[src/rtl/ibus_rom_bridge.sv]
// Instruction-bus slave for the asynchronous-read program ROM: inserts wait states,
// registers fetched data and flags ibus protocol violations with sticky error state.
module ibus_rom_bridge #(
  parameter int unsigned WAIT_CYCLE     = 0,
  parameter int unsigned ROM_ADDR_WIDTH = 13
) (
  input  logic        clk,
  input  logic        rst,
  input  logic [31:0] ibus_address,
  input  logic        ibus_read,
  input  logic        ibus_write,
  input  logic [3:0]  ibus_byteenable,
  input  logic [31:0] ibus_wrdata,
  output logic [31:0] ibus_rddata,
  output logic        ibus_stall,
  output logic [31:0] rom_address,
  input  logic [31:0] rom_data,
  output logic        proto_error,
  output logic [1:0]  err_code
);

  if (WAIT_CYCLE > 255) begin : g_wait_cycle_range
    $error("ibus_rom_bridge: WAIT_CYCLE must be in 0..255");
  end

  localparam logic [7:0]  WAIT_INIT = 8'(WAIT_CYCLE);
  localparam logic [31:0] ROM_MASK  = (ROM_ADDR_WIDTH >= 32) ? 32'hFFFF_FFFF
                                      : ((32'd1 << ROM_ADDR_WIDTH) - 32'd1);

  typedef enum logic [1:0] {IDLE, FETCH, DONE} state_t;

  state_t      state, state_d;
  logic [31:0] addr_q, addr_d;
  logic [31:0] rddata_d;
  logic [7:0]  cnt, cnt_d;
  logic        err_set;
  logic [1:0]  err_val;

  // Reads are always full word; these inputs exist only for bus compatibility.
  logic unused_inputs;
  assign unused_inputs = ^{ibus_byteenable, ibus_wrdata};

  assign ibus_stall  = (ibus_read | ibus_write) & (state != DONE);
  assign rom_address = addr_q & ROM_MASK;

  always_ff @(posedge clk) begin
    if (rst) begin
      state       <= IDLE;
      addr_q      <= '0;
      cnt         <= '0;
      ibus_rddata <= '0;
      proto_error <= 1'b0;
      err_code    <= 2'b00;
    end else begin
      state       <= state_d;
      addr_q      <= addr_d;
      cnt         <= cnt_d;
      ibus_rddata <= rddata_d;
      proto_error <= proto_error | err_set;
      if (err_set && (err_code == 2'b00)) begin
        err_code <= err_val;
      end
    end
  end

  always_comb begin
    state_d  = state;
    addr_d   = addr_q;
    cnt_d    = cnt;
    rddata_d = ibus_rddata;
    err_set  = 1'b0;
    err_val  = 2'b00;
    case (state)
      IDLE: begin
        if (ibus_read) begin
          addr_d  = ibus_address;
          cnt_d   = WAIT_INIT;
          state_d = FETCH;
          if (ibus_write) begin
            err_set = 1'b1;
            err_val = 2'b11;
          end
        end else if (ibus_write) begin
          err_set = 1'b1;
          err_val = 2'b11;
          state_d = DONE;
        end
      end
      FETCH: begin
        // A dropped read outranks an address change.
        if (!ibus_read) begin
          err_set = 1'b1;
          err_val = 2'b10;
          state_d = IDLE;
        end else if (ibus_address != addr_q) begin
          err_set = 1'b1;
          err_val = 2'b01;
          addr_d  = ibus_address;
          cnt_d   = WAIT_INIT;
        end else if (cnt != '0) begin
          cnt_d = cnt - 8'd1;
        end else begin
          rddata_d = rom_data;
          state_d  = DONE;
        end
      end
      DONE:    state_d = IDLE;
      default: state_d = IDLE;
    endcase
  end

endmodule

[config.mk]
export PLATFORM = sky130hd
export DESIGN_NAME = ibus_rom_bridge
export DESIGN_NICKNAME = d
export VERILOG_FILES = /design/src/rtl/ibus_rom_bridge.sv
export SDC_FILE = /design/constraint.sdc
export NUM_CORES = 1
export LEC_CHECK = 0
export BUFFER_PORTS_ARGS = -buffer_cell sky130_fd_sc_hd__buf_4
export CORE_UTILIZATION = 51
export CTS_CLUSTER_SIZE = 8
export DETAILED_ROUTE_END_ITERATION = 8
export PLACE_DENSITY = 0.91
export REMOVE_ABC_BUFFERS = 1
export SLEW_MARGIN = 25
export SYNTH_ARGS = -nofsm -noshare
export SYNTH_HDL_FRONTEND = slang
export SYNTH_SLANG_ARGS = --single-unit
[constraint.sdc]
create_clock -name clk -period 2.7 [get_ports clk]
set_input_delay 0 -clock clk [delete_from_list [all_inputs] [get_ports clk]]
set_output_delay 0 -clock clk [all_outputs]
set_load 0.02 [all_outputs]
==> results of run 1 <==
## flip-flops by register name (all words and copies together), names as in the netlist
| signal | flops |
|---|---|
| proto_error | 1 |
| state | 2 |
| ibus_rddata | 32 |
| cnt | 8 |
| addr_q | 32 |
| err_code | 2 |
## critical path, delay by kind of cell (launching register included)
family / cells / cell delay [ns]
and+or+nand+nor: 3 / 1.70
DFF: 1 / 0.40
xor gates and xnor gates: 1 / 0.15
AOI/OAI and AO/OA: 1 / 0.16
## power by group through the flow
stage	registers (µW)	logic [µW]	clock network (µW)
2_1_floorplan	1300	256	0
3_3_place_gp	1260	490	0
3_5_place_dp	1270	511	0
4_1_cts	1240	551	913
5_1_grt	1250	607	963
6_report	1250	557	912
## metal layers
layer	part of all wire [%]	vias up	GRT usage, %
met2	52	220	47.5
met3	5.1	42	4.37
met1	39	2419	31.9
li1	-	2415	-
met5	0	-	0
met4	3.5	0	10.9
## cell usage after synthesis, types with 3 or more instances
library cell / instances
nand2_1: 105
dfxtp_1: 77
clkbuf_1: 56
a31oi_1: 39
or4_1: 36
nor3b_1: 34
mux2i_1: 33
buf_4: 32
nand3_1: 32
nor4b_1: 32
xnor2_1: 32
nand4_1: 22
o21ai_0: 22
o21ai_1: 14
nor3_1: 10
buf_6: 6
nor2_1: 5
a21oi_1: 4
inv_1: 4
a211oi_1: 3
nor4_1: 3
or4_4: 3
## cells by family after synthesis
| kind of cell | count (synthesis) | share of synthesized area (%) |
|---|---|---|
| AND/OR/NAND/NOR | 294 | 34.8 |
| buffers and inverters | 100 | 10.9 |
| AO/OA/AOI/OAI | 87 | 10.3 |
| flip-flops | 77 | 31.1 |
| multiplexers | 33 | 6.67 |
| XOR/XNOR | 32 | 5.66 |
| adder cells (fa/ha/maj) | 2 | 0.505 |
| other | 1 | 0.0757 |
## how the worst max path moves through the flow
stage	to	slack [ns]	cells past startpoint
2_1_floorplan	ibus_rddata[0]	-1.20	4
6_report	cnt[3]	0.19	5
5_1_grt	cnt[3]	0.02	5
3_3_place_gp	cnt[3]	0.30	5
3_5_place_dp	cnt[3]	0.25	5
4_1_cts	cnt[3]	0.22	5
## cell type report
type | instances | area, µm² | area share, %
clock buffer | 11 | 151 | 2.45
clock inverter | 4 | 47.5 | 0.769
inverter | 5 | 18.8 | 0.304
multi-input combinational | 467 | 2950 | 47.6
sequential | 77 | 1540 | 24.9
tap | 129 | 161 | 2.61
timing repair buffer | 158 | 1320 | 21.3
## stage by stage
stage | TNS [ns] | cell area (µm²)
detailed placement | 0 | 5660
floorplan | -50.06 | 4500
global placement | 0 | 5660
global route | 0 | 6180
finish | 0 | 6180
CTS | 0 | 6180
==> impl_results.md, run 1 <==
- Core Rows: 35
- Maximum VDD drop: 235 µV
- CP cell instances: xnor2_1 > nand4_1 > or4_4 > or4_1 > a31oi_1
- Post-DP HPWL: 8400 µm
- Clock transition at path regs: 0.08 ns
- Inst Count DP: 804
- Yosys warnings: 0
- Worst Path Max Fanout: 65
- IO Pins: 172
- Leakage: 0.00227 µW
- Residual DRC: 0
- Setup bufs post-CTS: 0
- Tot GR Track Use: 26.7%
- Yosys top cell by area: dfxtp_1
- DR pass1 iterations: 5
- Worst Path Arrival: 2.78 ns
- Chip Height: 101 µm
- Reg2Reg Depth: 5
- Sw power: 796 µW
- Main synth FF type: dfxtp_1
- GRT overflow: 0
- CP endpoint kind: register
- CP Data Required Time: 2.97 ns
- Skew-Pair Late Insertion Delay: 0.35 ns
- Hold path start: ibus_read
- Reg2Reg Capture Point: cnt[3]
- Largest cells by area after synthesis: dfxtp_1, nand2_1, mux2i_1, nor4b_1, xnor2_1
- Pwr Total: 2720 µW
- Worst-Margin Slew: 0.750 ns
- # Max-Cap Violations: 0
- FF-to-FF Start: addr_q[1]
- Starting DRT DRC Count: 410
- Int Pwr: 1920 µW
- CTS buffer count: 9
- Routed vias: 5096
- Hold path cells: 3
- PostCTS Resize Cnt: 0
- Synth Instances: 626
- Nets: 824
- First-pass GRT wire length: 22000 µm
- CTS sink cnt: 77
- Final setup viols: 0
- Combinational cell fraction of total power: 20.5%
- Setup WS pre-CTS: 0.247 ns
- F_max: 399 MHz
- Synth Register Bits: 77
- Core Util, Final: 66.3%
- Area grow syn2layout: 24.8%
- Most frequent cells in the layout: buf_4, nand2_1, dfxtp_1
- Fraction of registers with async set/reset: 0%
- Number of max-slew violations in the final report: 0
- CTS H-tree lvls: 3
- Crit-path slowest cell: or4_4
- Startpoint types: register
- Core ar.: 9330 µm²
- Status: finished, final reports clean
- Crit share post-route: 92.9%
- Root Driver: clkbuf_8
- Reg power frac: 45.9%
- Non-Filler Instances: 851
- Worst Clk Skew: 0.00941 ns
- Die area: 10100 µm²
- Clock share of power: 33.6%
- Synth Area per Inst: 7.91 µm²
- Hold path endpoint: state[1]
- Post-DRT Antenna Nets: 0
- Fillers: 768
- Synthesized area: 4950 µm²
- Unique masters post-synth: 39
- Pwr Density: 439 nW/µm²
- Final wirelength: 13600 µm
- Final Hold Fails: 0
- Register area share after synthesis: 31.1%
- Wire length per cell: 16.0 µm
- R2r setup slk: 0.19 ns
- Most common cell after layout, fill and taps aside: buf_4
- CTS tree: built
- Critical Path Start: addr_q[1]
- # port buffers: 116
- Initial cell density of the core: 53.1%
- Max stage delay on crit path: 0.88 ns
- DR vias/cell: 5.99
- Post-CTS Hold Buffers: 32
- Worst setup margin: 0.191 ns
- Fraction of layout cells with a size suffix above 1: 21.1%
- RSZ-0062 raised after global routing: no
- HP Class: in -> reg
- Die width: 101 µm
- Critical path type: reg -> reg
- Switching share of total power: 29.3%
- Vias in the first global route: 4765
- Clock buffer depth: 2
- Worst hold margin: 0.0425 ns
- Yosys top cell area share: 31.1%
- Max_slew headroom: 49.9%
- Largest net degree at the start of global routing: 68
- Number of enable flip-flop cells after synthesis: 0
- GP Congestion: 0.823
- Antenna diode count: 0
- Post-route minimum period: 2.51 ns
- Initial antenna violation count: 0
Power figures use the tool's default switching activity.
==> inputs of run 2 (changes only) <==
--- a/config.mk
+++ b/config.mk
@@ -5,11 +5,12 @@
 export SDC_FILE = /design/constraint.sdc
 export NUM_CORES = 1
 export LEC_CHECK = 0
-export BUFFER_PORTS_ARGS = -buffer_cell sky130_fd_sc_hd__buf_4
-export CORE_UTILIZATION = 51
+export CORE_MARGIN = 2
+export CORE_UTILIZATION = 64
 export CTS_CLUSTER_SIZE = 8
 export DETAILED_ROUTE_END_ITERATION = 8
-export PLACE_DENSITY = 0.91
+export DONT_BUFFER_PORTS = 1
+export PLACE_DENSITY = 0.9
 export REMOVE_ABC_BUFFERS = 1
 export SLEW_MARGIN = 25
 export SYNTH_ARGS = -nofsm -noshare
==> impl_results.md, run 2 (synthesis results as in run 1) <==
- Largest net degree at the start of global routing: 107
- Met3 Use GR: 6.00%
- CP Data Required Time: 2.99 ns
- CTS sink cnt: 77
- Status: finished, final reports clean
- Pwr Density: 479 nW/µm²
- Startpoint types: register
- PostCTS Resize Cnt: 0
- Max_slew headroom: 42.1%
- GP Congestion: 0.858
- Worst setup margin: 0.179 ns
- Skew-Pair Late Insertion Delay: 0.36 ns
- Pwr Total: 2750 µW
- Most common cell after layout, fill and taps aside: nand2_1
- Initial cell density of the core: 65.1%
- Setup WS pre-CTS: 0.278 ns
- Worst Clk Skew: 0.0132 ns
- Worst-Margin Slew: 0.868 ns
- Maximum VDD drop: 323 µV
- GRT met2 Usage: 56.0%
- Final std cell area, no fill: 5730 µm²
- CP endpoint kind: register
- Final setup viols: 0
- Area after DPL: 4840 µm²
- Routed vias: 4914
- Worst Path Arrival: 2.81 ns
- Clock buffer depth: 2
- Starting DRT DRC Count: 509
- Die area: 8460 µm²
- Core ar.: 7610 µm²
- Post-DRT Antenna Nets: 0
- CTS tree: built
- Setup bufs post-CTS: 0
- GR peak layer: met2
- IO Pins: 172
- Clock transition at path regs: 0.09 ns
- Chip Height: 92.0 µm
- Nets: 754
- Residual DRC: 0
- Fraction of layout cells with a size suffix above 1: 7.52%
- Wire length per cell: 18.4 µm
- Final wirelength: 13900 µm
- Worst hold margin: 0.0183 ns
- Vias in the first global route: 4686
- Core Rows: 32
- DR pass1 iterations: 8
- Die width: 92.0 µm
- Biggest regs: addr_q (32), ibus_rddata (32), cnt (8)
- Most frequent cells in the layout: nand2_1, dfxtp_1, dlygate4sd3_1
- Tot GR Track Use: 32.1%
- Met1 Resource Use GR: 38.4%
- Post-CTS Hold Buffers: 66
- First-pass GRT wire length: 22100 µm
- Final Hold Fails: 0
- Root Driver: clkbuf_8
- Worst Path Max Fanout: 56
- Post-route minimum period: 2.52 ns
- DR vias/cell: 6.52
- RSZ-0062 raised after global routing: no
- # Max-Cap Violations: 0
- CTS buffer count: 9
- HP Class: in -> reg
- CTS H-tree lvls: 3
- # port buffers: 0
- Number of max-slew violations in the final report: 0
- Area grow syn2layout: 15.7%
- Leakage: 0.00190 µW
- Critical path type: reg -> reg
- GRT overflow: 0
- Antenna diode count: 0
- Crit share post-route: 93.4%
- Initial antenna violation count: 0
- F_max: 397 MHz
- Post-DP HPWL: 7590 µm
==> run 2: path summary, 6_finish.rpt <==
| path | end | depth (start not counted) | start | slack, ns |
|---|---|---|---|---|
| worst max-delay path | addr_q[24] | 6 | addr_q[6] | 0.18 |
| worst min-delay path | addr_q[8] | 3 | ibus_address[8] | 0.02 |
| worst max register to register | addr_q[24] | 6 | addr_q[6] | 0.18 |
| worst min register to register | cnt[5] | 2 | cnt[5] | 0.50 |
==> run 2: final cells by class <==
cell class / instances / area, µm²
Fill cell: 526 / 1870
Sequential cell: 77 / 1540
Inverter: 5 / 18.8
Clock inverter: 6 / 93.8
Timing Repair Buffer: 88 / 881
Clock buffer: 9 / 124
Tap cell: 102 / 128
Multi-Input combinational cell: 467 / 2950
==> run 2: metrics by stage <==
step	utilization [%]	cells	setup TNS [ns]
2_1_floorplan	-	549	-50.06
3_3_place_gp	63.6	673	0
3_5_place_dp	63.6	673	0
4_1_cts	75.4	754	0
5_1_grt	75.4	754	0
6_report	75.4	754	0
==> run 2: worst max-delay path, stage by stage, from the launching register on <==
cell and delay, ns:
dfxtp_1 0.34, xnor2_1 0.25, nand4_1 0.23, or4_4 0.65
buf_4 0.32, or4_1 0.54, nand3_1 0.11
==> run 2: where the power goes <==
| group | leakage, µW | switching, µW | internal (µW) |
|---|---|---|---|
| registers | 0.000630 | 54.1 | 1190 |
| logic | 0.00116 | 285 | 227 |
| clock network | 0.000107 | 465 | 525 |
| total | 0.00190 | 804 | 1940 |
==> run 2: routing by layer <==
metal	vias to the layer above	share of wire (%)
met5	-	0
met4	0	3.3
met3	56	7.2
met2	264	50
met1	2324	39
li1	2270	-
